<file path="src/rtl/ifetch_buffer.sv">
// Instruction-fetch buffer: issues single-beat imem requests for the current PC,
// tracks one outstanding fetch and queues {pc, instr} pairs for decode.
module ifetch_buffer #(
  parameter int DEPTH = 4,
  parameter int XLEN  = 32
) (
  input  logic            clk,
  input  logic            rst,
  input  logic [XLEN-1:0] pc_i,
  input  logic            br_ctrl,
  output logic            pc_stall_o,
  output logic            imem_req,
  output logic [XLEN-1:0] imem_addr,
  input  logic            imem_gnt,
  input  logic            imem_rvalid,
  input  logic [XLEN-1:0] imem_rdata,
  output logic            id_valid,
  output logic [XLEN-1:0] id_pc,
  output logic [XLEN-1:0] id_instr,
  input  logic            id_ready
);
  localparam int PW = $clog2(DEPTH);
  localparam int CW = PW + 1;
  localparam int RW = PW + 2;

  typedef enum logic [1:0] {IDLE, WAIT, DISCARD} state_e;

  state_e          state_q, state_d;
  logic [CW-1:0]   count_q, count_d;
  logic [PW-1:0]   rptr_q, rptr_d;
  logic [PW-1:0]   wptr_q, wptr_d;
  logic [XLEN-1:0] req_pc_q;
  logic [XLEN-1:0] pc_mem_q    [DEPTH];
  logic [XLEN-1:0] instr_mem_q [DEPTH];

  logic [RW-1:0]   reserved;
  logic            accept;
  logic            push;
  logic            pop;
  logic            has_data;

  // Slots already committed: queued entries plus a kept fetch still in flight.
  assign reserved   = RW'(count_q) + ((state_q == WAIT) ? RW'(1) : RW'(0));
  assign accept     = imem_req & imem_gnt;
  assign pc_stall_o = ~accept & ~br_ctrl;
  assign imem_addr  = pc_i;

  assign has_data   = rst & (count_q != '0);
  assign id_valid   = has_data & ~br_ctrl;
  assign pop        = id_valid & id_ready;
  assign id_pc      = has_data ? pc_mem_q[rptr_q]    : '0;
  assign id_instr   = has_data ? instr_mem_q[rptr_q] : '0;

  always_ff @(posedge clk) begin
    if (!rst) begin
      state_q <= IDLE;
    end else begin
      state_q <= state_d;
    end
  end

  always_comb begin
    state_d = state_q;
    case (state_q)
      IDLE: begin
        if (accept) state_d = WAIT;
      end
      WAIT: begin
        if (br_ctrl) begin
          state_d = imem_rvalid ? IDLE : DISCARD;
        end else if (imem_rvalid) begin
          state_d = accept ? WAIT : IDLE;
        end
      end
      DISCARD: begin
        if (imem_rvalid) state_d = accept ? WAIT : IDLE;
      end
      default: state_d = IDLE;
    endcase
  end

  // A new request may go out in the same cycle the previous response lands.
  always_comb begin
    imem_req = 1'b0;
    push     = 1'b0;
    if (rst && !br_ctrl && (reserved < RW'(DEPTH))) begin
      imem_req = (state_q == IDLE) || imem_rvalid;
    end
    push = imem_rvalid && (state_q == WAIT) && !br_ctrl;
  end

  always_comb begin
    count_d = count_q;
    rptr_d  = rptr_q;
    wptr_d  = wptr_q;
    if (br_ctrl) begin
      count_d = '0;
      rptr_d  = '0;
      wptr_d  = '0;
    end else begin
      if (push) wptr_d = wptr_q + PW'(1);
      if (pop)  rptr_d = rptr_q + PW'(1);
      case ({push, pop})
        2'b10:   count_d = count_q + CW'(1);
        2'b01:   count_d = count_q - CW'(1);
        default: count_d = count_q;
      endcase
    end
  end

  always_ff @(posedge clk) begin
    if (!rst) begin
      count_q  <= '0;
      rptr_q   <= '0;
      wptr_q   <= '0;
      req_pc_q <= '0;
    end else begin
      count_q <= count_d;
      rptr_q  <= rptr_d;
      wptr_q  <= wptr_d;
      if (accept) req_pc_q <= pc_i;
    end
  end

  // Storage is not reset; the head outputs are gated by count instead.
  always_ff @(posedge clk) begin
    if (push) begin
      pc_mem_q[wptr_q]    <= req_pc_q;
      instr_mem_q[wptr_q] <= imem_rdata;
    end
  end

endmodule

</file>
<file path="config.mk">
export PLATFORM = sky130hd
export DESIGN_NAME = ifetch_buffer
export DESIGN_NICKNAME = d
export VERILOG_FILES = /design/src/rtl/ifetch_buffer.sv
export SDC_FILE = /design/constraint.sdc
export NUM_CORES = 1
export LEC_CHECK = 0
export ABC_AREA = 1
export CAP_MARGIN = 20
export CORE_MARGIN = 3
export CORE_UTILIZATION = 35
export DETAILED_ROUTE_END_ITERATION = 8
export PLACE_DENSITY = 0.54
export SKIP_LAST_GASP = 1
export SLEW_MARGIN = 30
export SYNTH_ARGS = -nofsm -noshare
export SYNTH_HDL_FRONTEND = slang
export SYNTH_SLANG_ARGS = --single-unit
</file>
<file path="constraint.sdc">
create_clock -name clk -period 4.2 [get_ports clk]
set_clock_uncertainty 0.2 [all_clocks]
set_input_delay 0.63 -clock clk [delete_from_list [all_inputs] [get_ports clk]]
set_output_delay 0.63 -clock clk [all_outputs]
set_load 0.005 [all_outputs]
</file>
==> impl_metrics.toml <==
[synth]
syn-cell-area_um2 = 12200
synth_nets = 1091
avgSynthCellArea_um2 = 12.0
synth_cell_types = 25
yosysSeqAreaShare = 0.703
yosys_warnings = 0
synth_seq_cells = 299
syn_inst = 1015

[finish]
post-route-util = 0.447
area_growth_pct = 24.5
seq_area_um2 = 8560
diodes = 0
multi_input_area_um2 = 2990
final_area_um2 = 15100
nets = 1221
drive_gt1_frac = 0.124
fillerInstances = 3180

[place]
placed_area_um2 = 14100
port_buffers = 168
hpwl_um = 16400
place_congestion = 0.736
post-place-ws_ns = 0.547

[clocking]
cts-root-buf = "clkbuf_16"
htreeDepth = 2
clock_sinks = 299
cts_buffers = 34
cts_setup_buffers = 0
clk_pin_slew_ns = 0.06
cts_tree = "built"
holdBufCountCts = 0
clk_latency_ns = 0.50
cts_resized = 0
ctsLongestPathBuffers = 3

[routing]
finalWirelength_um = 29400
wl_per_cell_um = 18.2
route.vias.total = 7745
dr.pass1.iters = 5
ant_nets = 0
viasPerCell = 4.79
first_iter_violations = 499
drc = 0

[floorplan]
dieWidth_um = 192
die_height_um = 192
dieArea_um2 = 37000
rows = 67
core_area_um2 = 33900
ios = 169
initial_core_util = 0.359

[timing]
finalWorstSetupSlack_ns = 0.634
drv_slew = 0
fin_setup_tns_ns = 0
fin_crit_sh = 0.849
max_slew_margin = 0.379
tightestPinTransition_ns = 0.932
hold_violations = 0
fmax_mhz = 280
min_period_ns = 3.57
rsz0062_at_grt = "no"
setup_viol = 0

[critical_path]
crit_arrival_ns = 2.74
start_kind = "input port"
crit_fanout = 61
required_ns = 3.37
endpoint_kind = "output port"
worstPathCellList = "clkdlybuf4s50_1, nand2_4, buf_4, a21oi_1, clkdlybuf4s50_1"
slowest_stage = "clkdlybuf4s50_1"
crit_top_cell = "clkdlybuf4s50_1"
critPathKind = "in -> out"
cpPeakStageDelay_ns = 0.56

[global_route]
grt_max_degree = 82
met2_usage = 0.272
first_global_vias = 7864
grt_busiest_layer = "met2"
grt_pass1_wl_um = 45400
antenna_found_initial = 1
grt_overflow = 0
met1_usage = 0.215
grt_usage = 0.160
gr-usage-met3 = 0.0312

[power_and_ir_drop]
powerDensity_nw_per_um2 = 414
intPower_mw = 5.05
clkPwrFrac = 0.448
ir_drop_v = 0.000191
fin_total_pwr_mw = 6.27
power.net_switching_mw = 1.22
p_sw_frac = 0.194
p_leak_nw = 4.94
p_seq_frac = 0.517
combinationalPowerShare = 0.035

[min_path]
hold_path_class = "reg -> reg"

[run]
maxCapViolCount = 0

[status]
outcome = "complete, no violations"
## cell usage after synthesis
cell type,n,area [um^2]
a21oi_1,79,395
a21oi_2,29,254
and2_4,1,8.76
and3_1,1,6.26
buf_1,12,45.0
buf_12,3,60.1
buf_2,20,100
buf_4,35,263
buf_8,1,15.0
clkbuf_1,24,90.1
dfxtp_1,43,861
edfxtp_1,256,7690
fa_1,1,20.0
ha_1,5,62.6
inv_1,16,60.1
inv_2,4,15.0
nand2_1,41,154
nand3_1,5,25.0
nand3_2,31,310
nor2_1,268,1010
nor2_2,4,25.0
o21ai_0,129,646
o21ai_1,4,20.0
or2_2,1,6.26
xor2_1,2,17.5
## cell families (layout without fill, tap and decap cells)
group	Yosys count	in the layout	synth area share
compound gates	241	241	0.108
xor+xnor	2	2	0.00144
fa+ha+maj	6	6	0.00680
buf+inv	115	268	0.0533
flops	299	299	0.703
simple gates	352	352	0.127
## worst max-delay path: cells and delay by family
family / cells / cell delay, ns
compound gates: 1 / 0.15
buf+inv: 3 / 1.44
simple gates: 1 / 0.47
## per-layer routing
metal | wire length [um] | part of all wire | vias up
li1 | - | - | 3786
met1 | 13400 | 0.45 | 3730
met2 | 14200 | 0.48 | 186
met3 | 1380 | 0.047 | 41
met4 | 453 | 0.015 | 2
met5 | 7 | 0.00024 | -
## metrics by stage
step	std cells	hold slack [ns]
after floorplan	1015	0.257
after global placement	1557	0.266
after detailed placement	1557	0.282
after CTS	1616	0.291
after global routing	1616	0.323
final	1616	0.294
## layout make-up
| type | instances | area share |
|---|---|---|
| clock buffers | 50 | 0.0664 |
| clock inverters | 9 | 0.00463 |
| inverters | 20 | 0.00521 |
| multi-input cells | 601 | 0.198 |
| flip-flops and latches | 299 | 0.565 |
| well taps | 448 | 0.0370 |
| repair buffers | 189 | 0.124 |
## registers in the layout, summed over array words and instances, names as in the netlist, named ones only
name         flops
wptr_q           2
pc_mem_q       128
count_q          3
req_pc_q        32
state_q          2
instr_mem_q    128
rptr_q           2
## power by group through the flow
stage               clock network (mW)  logic [mW]  registers (mW)
finish                            2.81       0.221            3.24
floorplan                            0       0.100            3.30
CTS                               2.90       0.225            3.24
global route                      3.02       0.241            3.24
global placement                     0       0.222            3.30
detailed placement                   0       0.223            3.31
## worst paths after layout
path | from | cells after the start | to | slack (ns)
max | rst | 5 | id_instr[14] | 0.63
min | rptr_q[1]$_SDFFE_PP0P_ | 2 | flip-flop | 0.29
max reg2reg | state_q[0]$_SDFFE_PN0P_ | 7 | instr_mem_q[0][14]$_DFFE_PP_ | 1.72
min reg2reg | rptr_q[1]$_SDFFE_PP0P_ | 2 | flip-flop | 0.29
## placed cells by master, fill, tap and decap left out, drive strengths merged
| master | count |
|---|---|
| clkbuf | 50 |
| and3 | 1 |
| and2 | 1 |
| a21oi | 108 |
| or2 | 1 |
| clkinv | 9 |
| ha | 5 |
| edfxtp | 256 |
| nor2 | 272 |
| clkdlybuf4s50 | 167 |
| buf | 22 |
| dfxtp | 43 |
| xor2 | 2 |
| inv | 19 |
| nand3 | 36 |
| fa | 1 |
| nand2 | 41 |
| o21ai | 133 |
| bufinv | 1 |
No activity file was read; power rests on OpenSTA's default activity.
